[src/rtl/image_write_ctrl.sv]
// rtl/image_write_ctrl.sv - frame scheduler feeding RGB pixel pairs to the BMP image writer
//
// Purpose: buffers upstream pixel pairs in a small FIFO and emits them to the
// image writer one pair per cycle. It inserts HBLANK idle cycles after every
// row except the last, and pulses frame_done once after the final pair.
//
// Ports:
//   HCLK, HRESET         clock, synchronous active-high reset
//   start                one-cycle frame request, honoured only when idle
//   in_valid/in_ready    upstream handshake for in_pixels {R0,G0,B0,R1,G1,B1}
//   hsync, DATA_WRITE_*  write strobe and registered pair to the image writer
//   busy                 frame in progress (held through the frame_done cycle)
//   row, col             position of the next pair to be emitted
//   frame_done           one-cycle pulse following the last pair's hsync
module image_write_ctrl #(
  parameter int WIDTH      = 768,
  parameter int HEIGHT     = 512,
  parameter int HBLANK     = 4,
  parameter int FIFO_DEPTH = 4
) (
  input  logic                         HCLK,
  input  logic                         HRESET,
  input  logic                         start,
  input  logic                         in_valid,
  output logic                         in_ready,
  input  logic [47:0]                  in_pixels,
  output logic                         hsync,
  output logic [7:0]                   DATA_WRITE_R0,
  output logic [7:0]                   DATA_WRITE_G0,
  output logic [7:0]                   DATA_WRITE_B0,
  output logic [7:0]                   DATA_WRITE_R1,
  output logic [7:0]                   DATA_WRITE_G1,
  output logic [7:0]                   DATA_WRITE_B1,
  output logic                         busy,
  output logic [$clog2(HEIGHT)-1:0]    row,
  output logic [$clog2(WIDTH/2)-1:0]   col,
  output logic                         frame_done
);

  localparam int TOTAL = WIDTH * HEIGHT / 2;
  localparam int RW    = $clog2(HEIGHT);
  localparam int CW    = $clog2(WIDTH / 2);
  localparam int NW    = $clog2(TOTAL + 1);
  localparam int AW    = $clog2(FIFO_DEPTH);
  localparam int BW    = (HBLANK > 2) ? $clog2(HBLANK) : 1;

  localparam logic [NW-1:0] TOTAL_C    = NW'(TOTAL);
  localparam logic [NW-1:0] LAST_PAIR  = NW'(TOTAL - 1);
  localparam logic [CW-1:0] COL_LAST   = CW'(WIDTH / 2 - 1);
  localparam logic [AW:0]   FIFO_FULL  = (AW + 1)'(FIFO_DEPTH);
  localparam logic [BW-1:0] BLANK_LAST = BW'((HBLANK > 0) ? HBLANK - 1 : 0);

  typedef enum logic [1:0] {
    S_IDLE,
    S_ACTIVE,
    S_BLANK,
    S_DONE
  } state_t;

  state_t          r_state;
  state_t          w_next;

  logic [47:0]     r_mem [FIFO_DEPTH];
  logic [AW-1:0]   r_wr_ptr;
  logic [AW-1:0]   r_rd_ptr;
  logic [AW:0]     r_count;

  logic [NW-1:0]   r_acc;
  logic [NW-1:0]   r_emit;
  logic [RW-1:0]   r_row;
  logic [CW-1:0]   r_col;
  logic [BW-1:0]   r_blank;

  logic            r_hsync;
  logic [47:0]     r_data;
  logic            r_frame_done;

  logic            w_full;
  logic            w_empty;
  logic            w_push;
  logic            w_pop;
  logic            w_ready;

  assign w_full  = (r_count == FIFO_FULL);
  assign w_empty = (r_count == '0);
  // Full flag is taken from registered occupancy, so a full FIFO never
  // accepts even when it is being popped in the same cycle.
  assign w_ready = ((r_state == S_ACTIVE) || (r_state == S_BLANK)) &&
                   !w_full && (r_acc < TOTAL_C);
  assign w_push  = in_valid && w_ready;
  assign w_pop   = (r_state == S_ACTIVE) && !w_empty;

  always_comb begin
    w_next = r_state;
    case (r_state)
      S_IDLE: begin
        if (start) w_next = S_ACTIVE;
      end
      S_ACTIVE: begin
        if (w_pop && (r_emit == LAST_PAIR)) begin
          w_next = S_DONE;
        end else if (w_pop && (r_col == COL_LAST) && (HBLANK > 0)) begin
          w_next = S_BLANK;
        end
      end
      S_BLANK: begin
        if (r_blank == BLANK_LAST) w_next = S_ACTIVE;
      end
      S_DONE: begin
        w_next = S_IDLE;
      end
      default: w_next = S_IDLE;
    endcase
  end

  // FIFO storage carries no reset; validity is tracked by the pointers.
  always_ff @(posedge HCLK) begin
    if (w_push) r_mem[r_wr_ptr] <= in_pixels;
  end

  always_ff @(posedge HCLK) begin
    if (HRESET) begin
      r_state      <= S_IDLE;
      r_wr_ptr     <= '0;
      r_rd_ptr     <= '0;
      r_count      <= '0;
      r_acc        <= '0;
      r_emit       <= '0;
      r_row        <= '0;
      r_col        <= '0;
      r_blank      <= '0;
      r_hsync      <= 1'b0;
      r_data       <= '0;
      r_frame_done <= 1'b0;
    end else begin
      r_state      <= w_next;
      r_hsync      <= w_pop;
      r_frame_done <= (r_state == S_DONE);

      if (w_pop) r_data <= r_mem[r_rd_ptr];

      if (w_push) r_wr_ptr <= r_wr_ptr + AW'(1);
      if (w_pop)  r_rd_ptr <= r_rd_ptr + AW'(1);
      case ({w_push, w_pop})
        2'b10:   r_count <= r_count + (AW + 1)'(1);
        2'b01:   r_count <= r_count - (AW + 1)'(1);
        default: r_count <= r_count;
      endcase

      if (r_state == S_BLANK) r_blank <= r_blank + BW'(1);
      else                    r_blank <= '0;

      if (r_state == S_IDLE) begin
        r_acc  <= '0;
        r_emit <= '0;
        r_row  <= '0;
        r_col  <= '0;
      end else begin
        if (w_push) r_acc <= r_acc + NW'(1);
        if (w_pop) begin
          r_emit <= r_emit + NW'(1);
          if (r_col == COL_LAST) begin
            r_col <= '0;
            // Row stays on the last row once the frame's final pair leaves.
            if (r_emit != LAST_PAIR) r_row <= r_row + RW'(1);
          end else begin
            r_col <= r_col + CW'(1);
          end
        end
      end
    end
  end

  assign in_ready      = w_ready;
  assign hsync         = r_hsync;
  assign DATA_WRITE_R0 = r_data[47:40];
  assign DATA_WRITE_G0 = r_data[39:32];
  assign DATA_WRITE_B0 = r_data[31:24];
  assign DATA_WRITE_R1 = r_data[23:16];
  assign DATA_WRITE_G1 = r_data[15:8];
  assign DATA_WRITE_B1 = r_data[7:0];
  // busy covers the frame_done cycle, which the state machine spends in IDLE.
  assign busy          = (r_state != S_IDLE) || r_frame_done;
  assign row           = r_row;
  assign col           = r_col;
  assign frame_done    = r_frame_done;

endmodule

[config.mk]
export PLATFORM = sky130hd
export DESIGN_NAME = image_write_ctrl
export DESIGN_NICKNAME = d
export VERILOG_FILES = /design/src/rtl/image_write_ctrl.sv
export SDC_FILE = /design/constraint.sdc
export NUM_CORES = 1
export LEC_CHECK = 0
export ABC_AREA = 1
export BUFFER_PORTS_ARGS = -buffer_cell sky130_fd_sc_hd__buf_2
export CORE_MARGIN = 2
export CORE_UTILIZATION = 45
export DETAILED_ROUTE_END_ITERATION = 8
export PLACE_DENSITY = 0.73
export SETUP_SLACK_MARGIN = 0.02
export SLEW_MARGIN = 40
export SYNTH_ARGS = -nofsm -noshare
export SYNTH_HDL_FRONTEND = slang
export SYNTH_SLANG_ARGS = --single-unit
[constraint.sdc]
create_clock -name HCLK -period 10.9 [get_ports HCLK]
set_input_delay 0.545 -clock HCLK [delete_from_list [all_inputs] [get_ports HCLK]]
set_output_delay 0.545 -clock HCLK [all_outputs]
set_load 0.02 [all_outputs]
* Word level (Yosys, flattened, before mapping)
Memory sizes are Yosys's and may differ from the RTL's. A register that Yosys moved wholly into a read port is not among the register bits.
Cells that the tools add are included.
** Storage, ports and cells
- Logic and storage cells :: 63
- Memories :: 1
- Input port bits :: 52
- Bits in registers :: 67
- Memory bits (writable) :: 192
** Memories
- r_mem :: depth 4, width 48, read ports 1, clocked after Yosys merged registers in 1, write ports 1, line 63 : logic [47:0] r_mem [FIFO_DEPTH];
** Cells by class
- Magnitude comparators :: 1
- Muxes and demuxes :: 9
- Add/subtract/negate cells :: 9
- Reduce and logical (&&, ||, !) cells :: 18
- Bitwise operators :: 1
- Equality and inequality tests :: 13
** Operators with widths (count)
- $add 18x1->18 const B :: 2
- $add 9x1->9 const B :: 2
- $eq 18x18->1 const B :: 1
- $lt 18x18->1 const B :: 1
- $ne 18x18->1 const B :: 1
- $eq 9x9->1 const B :: 1
- $mux 9 :: 1
- $eq 2x2->1 const B :: 4
- $mux 2 :: 4
- $pmux 2 s4 :: 1
- $add 2x1->2 const B :: 3
- $logic_and 1x1->1 :: 6
- $pmux 3 s2 :: 1
- $reduce_and 3->1 :: 2
- $eq 2x1->1 const B :: 2
- $reduce_bool 2->1 :: 2
- $reduce_or 2->1 :: 2
- $add 3x1->3 const B :: 1
- $eq 3x3->1 const B :: 1
- $logic_not 3->1 :: 1
- $ne 3x1->1 const B :: 1
- $sub 3x1->3 const B :: 1
- $logic_not 1->1 :: 2
- $logic_not 2->1 :: 1
- other kinds (5) :: 7

* Longest topological paths before layout
- Word-level depth :: 7
- Gate-level depth with buffers :: 13

* Worst setup path after synthesis
OpenSTA, ideal clock, no wires.
- Path kind :: reg-to-reg
- From :: reg r_state[0]
- To :: mem r_mem[0][0] (enable)
- Setup slack :: 7165 ps
- Arrival :: 3282 ps
- Path buffers :: 1
- Stages on the path, launching flop included :: 8
- Data required time :: 10446 ps
- Period minus slack after synthesis :: 3735 ps
- Cells stage by stage :: dfxtp_1 inv_1 ha_1 inv_1 a21oi_2 nand3_4 buf_2 nor2_1
** On the way
- Word-level cells in the longest chain between the ends :: 7
- Elaborated cells on any way between the ends :: 8
** Ends and longest elaborated chain
- start: declaration :: line 60 : state_t r_state;
- start signal: assignment :: line 136 : r_state <= w_next;
- $eq 2x1->1 or $eq 2x2->1 (tied branches) :: line 88 : assign w_ready = ((r_state == S_ACTIVE) || (r_state == S_BLANK)) &&
- $logic_or 1x1->1 (*) :: line 88
- $logic_and 1x1->1 (*) :: line 88
- $logic_and 1x1->1 (*) :: line 89 : !w_full && (r_acc < TOTAL_C);
- $logic_and 1x1->1 (*) :: line 90 : assign w_push = in_valid && w_ready;
- $mux 1 (*) :: line 118 : if (w_push) r_mem[r_wr_ptr] <= in_pixels;
- $mux 1 (not written as such) (*) :: line 118
- end: declaration :: line 63
Every way passes the cells marked *; elsewhere a longest branch is shown, timed or not.

* Final worst setup path
- From :: reg r_state[0]
- To :: mem r_mem[3][8] (enable)
The elaborated chain is that of the path after synthesis.

==> flow_metrics.env <==
export IMPL_finish_instance_area_sq_mm=0.0140
export IMPL_first_pass_grt_wire_length_um=40600
export IMPL_final_layout_size_suffix_gt1_share_pct=15.8
export IMPL_wire_length_reported_by_the_detailed_router_um=25500
export IMPL_cts_setup_buffers=0
export IMPL_run_status="complete, no violations"
export IMPL_combinational_family_with_the_most_area_after_synthesis="simple AND/OR/NAND/NOR gates"
export IMPL_layout_setup_ws_ns=8.18
export IMPL_netlist_instances=1149
export IMPL_ys_seq_elements=307
export IMPL_power_switching_fraction_pct=29.2
export IMPL_cp_required_ns=11.10
export IMPL_dp_slack_ns=8.15
export IMPL_crit_fanout=32
export IMPL_synth_area_sq_mm=0.0121
export IMPL_clk_path_buf_depth=3
export IMPL_gp_routability_congestion=0.794
export IMPL_buffer_ports_inserted=121
export IMPL_clock_pin_slew_of_the_registers_on_the_worst_case_setup_and_hold_paths_ns=0.06
export IMPL_hpwl_um=14500
export IMPL_timing_hold_worst_class="in2reg"
export IMPL_tritoncts="done"
export IMPL_timing_final_hold_violations=0
export IMPL_post_layout_net_count=1325
export IMPL_ioPinCount=122
export IMPL_first_pass_iters=5
export IMPL_fill_cells=2285
export IMPL_antenna_found_initial=5
export IMPL_holdBufCountCts=0
export IMPL_synthMuxAreaShare_pct=0
export IMPL_place_detailed_instances=1565
export IMPL_leakage_power_figure_nw=5.11
export IMPL_ctsRootBufferMaster="clkbuf_16"
export IMPL_cp_arrival_ns=2.91
export IMPL_fp_dieArea_sq_mm=0.0282
export IMPL_critPathCaptureType="flip-flop"
export IMPL_synth_avg_cell_area_sq_um=10.5
export IMPL_vias_after_detailed_routing=8413
export IMPL_post_layout_total_power_mw=3.03
export IMPL_finalHoldWorstSlack_ns=0.184
export IMPL_tightestPinTransition_ns=0.796
export IMPL_yosys_area_share_simple_pct=14.5
export IMPL_cell_internal_pwr_mw=2.14
export IMPL_die_width_um=168
export IMPL_skew_ns=0.0197
export IMPL_utilization_pct=52.6
export IMPL_synth_distinct_cells=36
export IMPL_setup_violations=0
export IMPL_pin_count_of_the_biggest_net_entering_global_routing=108
export IMPL_slew_headroom_pct=46.9
export IMPL_synthToLayoutAreaGrowth_pct=15.9
export IMPL_synth_compound_area_share_pct=11.9
export IMPL_start_util_pct=45.4
export IMPL_mappedNetlistNets=1217
export IMPL_grt_overflow_total=0
export IMPL_final_setup_tns_ns=0
export IMPL_seq_power_share_pct=48.1
export IMPL_cts_sinks=307
export IMPL_grt_pass1_vias=7887
export IMPL_cts_htree_levels=1
export IMPL_post_route_drc_count=0
export IMPL_path_class="reg2reg"
export IMPL_finish_cell_count_without_fillers=1626
export IMPL_synth_adder_area_share_pct=1.72
export IMPL_setup_repair_after_global_routing_missed_its_margin="false"
export IMPL_clkLatencyLatePin_ns=0.57
export IMPL_post_cts_resize_count=0
export IMPL_fin_crit_ns=2.72
export IMPL_final_period_utilization_pct=24.9
export IMPL_power_per_cell_area_mw_per_mm2=216
export IMPL_num_rows=60
export IMPL_fp_coreArea_sq_mm=0.0267
export IMPL_max_cap_viol_count=0
export IMPL_drt_initial_drc_count=664
export IMPL_fraction_of_synthesized_cell_area_in_xor_and_xnor_cells_pct=1.09
export IMPL_clock_network_power_share_pct=34.1
export IMPL_tritoncts_num_buffers=31
export IMPL_via_per_inst=5.17
export IMPL_synth_warnings=0
export IMPL_die_h_um=168
export IMPL_place_area_sq_mm=0.0130
export IMPL_combPwrFrac_pct=17.7
export IMPL_ir_worst_vdd_v=0.000166
export IMPL_max_transition_viols_final=0
export IMPL_crit_path_start_kind="flip-flop"
export IMPL_total_switching_power_mw=0.884
export IMPL_postRouteAntennaNets=0
export IMPL_track_usage_pct=17.8
export IMPL_synth_yosys_seq_area_share_pct=66.7
export IMPL_maximum_achievable_frequency_mhz=368
export IMPL_route_detailed_wl_per_inst_um=15.7
kinds of logic after synthesis:
kind of cell	count (synthesis)
DFF	307
xor gates and xnor gates	15
AOI/OAI and AO/OA	268
and+or+nand+nor	419
adders and majority gates	16
buffers and inverters	124
layer usage:
metal / track usage [%] / wire length, um / vias up
met1: 22.7 / 11100 / 3954
met5: 0 / 39 / -
met3: 4.25 / 1620 / 40
met2: 30.8 / 12300 / 210
li1: - / - / 4203
met4: 4.23 / 465 / 6
critical path: stages (launching register included):
cell     delay (ns)
dfxtp_1        0.42
inv_1          0.09
ha_1           0.28
inv_1          0.04
a21oi_2        0.16
nand3_4        0.29
nor2_4         0.53
buf_4          0.54
path summary, 6_finish.rpt:
path                                               from               endpoint  slack, ns  cells past startpoint
worst min-delay path                       in_pixels[4]  r_mem[3][4]$_DFFE_PP_       0.18                      1
worst min register to register    r_blank[0]$_SDFF_PP0_  r_blank[0]$_SDFF_PP0_       0.43                      1
worst max-delay path            r_state[0]$_SDFFE_PP0P_  r_mem[3][8]$_DFFE_PP_       8.18                      7
worst max register to register  r_state[0]$_SDFFE_PP0P_  r_mem[3][8]$_DFFE_PP_       8.18                      7
power groups by stage:
stage          registers [mW]  clock network, mW  logic (mW)
6_report                 1.46               1.03       0.537
5_1_grt                  1.47               1.10       0.604
4_1_cts                  1.46               1.06       0.543
3_5_place_dp             1.48                  0       0.540
3_3_place_gp             1.49                  0       0.509
2_1_floorplan            1.51                  0       0.331
cells in the mapped netlist:
master | instances | area (sq um)
nand4_1 | 9 | 56.3
nor2_2 | 5 | 31.3
o21ai_1 | 2 | 10.0
buf_4 | 1 | 7.51
o22ai_1 | 1 | 6.26
a211oi_1 | 3 | 22.5
nand3b_1 | 2 | 15.0
clkbuf_1 | 30 | 113
dfxtp_1 | 115 | 2300
nor2_1 | 259 | 972
buf_1 | 2 | 7.51
xnor2_1 | 4 | 35.0
fa_1 | 1 | 20.0
buf_2 | 21 | 105
and3_1 | 3 | 18.8
a21oi_2 | 2 | 17.5
a21oi_1 | 40 | 200
nand2_2 | 2 | 12.5
ha_1 | 15 | 188
nand2_1 | 86 | 323
nand4_4 | 1 | 21.3
nand3_4 | 1 | 17.5
a21oi_4 | 1 | 16.3
nand3_1 | 29 | 145
nor3_1 | 15 | 75.1
a31oi_1 | 49 | 307
o21a_1 | 2 | 15.0
inv_1 | 67 | 251
nor3b_1 | 1 | 7.51
or2_2 | 1 | 6.26
o21ai_0 | 168 | 841
nand3_2 | 1 | 10.0
nor2_4 | 4 | 45.0
xor2_1 | 11 | 96.3
edfxtp_1 | 192 | 5770
inv_2 | 3 | 11.3
registers in the layout, summed over array words and instances, names as in the netlist, 3 cells and up:
name,flops
col,9
r_acc,18
r_data,48
r_emit,18
row,9
r_mem,192
r_count,3
final cells by class:
class | count | area [sq um] | area share [%]
Clock buffer | 40 | 820 | 5.84
Antenna cell | 3 | 7.51 | 0.0535
Timing Repair Buffer | 129 | 682 | 4.86
Multi-Input combinational cell | 718 | 3570 | 25.4
Sequential cell | 307 | 8070 | 57.6
Clock inverter | 18 | 178 | 1.27
Inverter | 70 | 268 | 1.91
Tap cell | 341 | 427 | 3.04
cell usage in the layout, fill, tap and decap left out, types with 3 or more instances in the layout:
cell type / netlist / final
nand2_1: 86 / 86
nand4_1: 9 / 9
inv_1: 67 / 66
dfxtp_1: 115 / 113
clkinv_2: 0 / 6
ha_1: 15 / 15
bufinv_16: 0 / 3
clkinv_1: 0 / 6
nor2_4: 4 / 9
a211oi_1: 3 / 3
o21ai_0: 168 / 168
xnor2_1: 4 / 4
clkbuf_16: 0 / 31
diode_2: 0 / 3
nor2_2: 5 / 5
and3_1: 3 / 3
a21oi_1: 40 / 40
buf_2: 21 / 121
nand3_1: 29 / 29
nor2_1: 259 / 254
buf_4: 1 / 6
nor3_1: 15 / 15
edfxtp_1: 192 / 192
xor2_1: 11 / 11
clkbuf_1: 30 / 8
a31oi_1: 49 / 49
(Power assumes the default switching activity.)
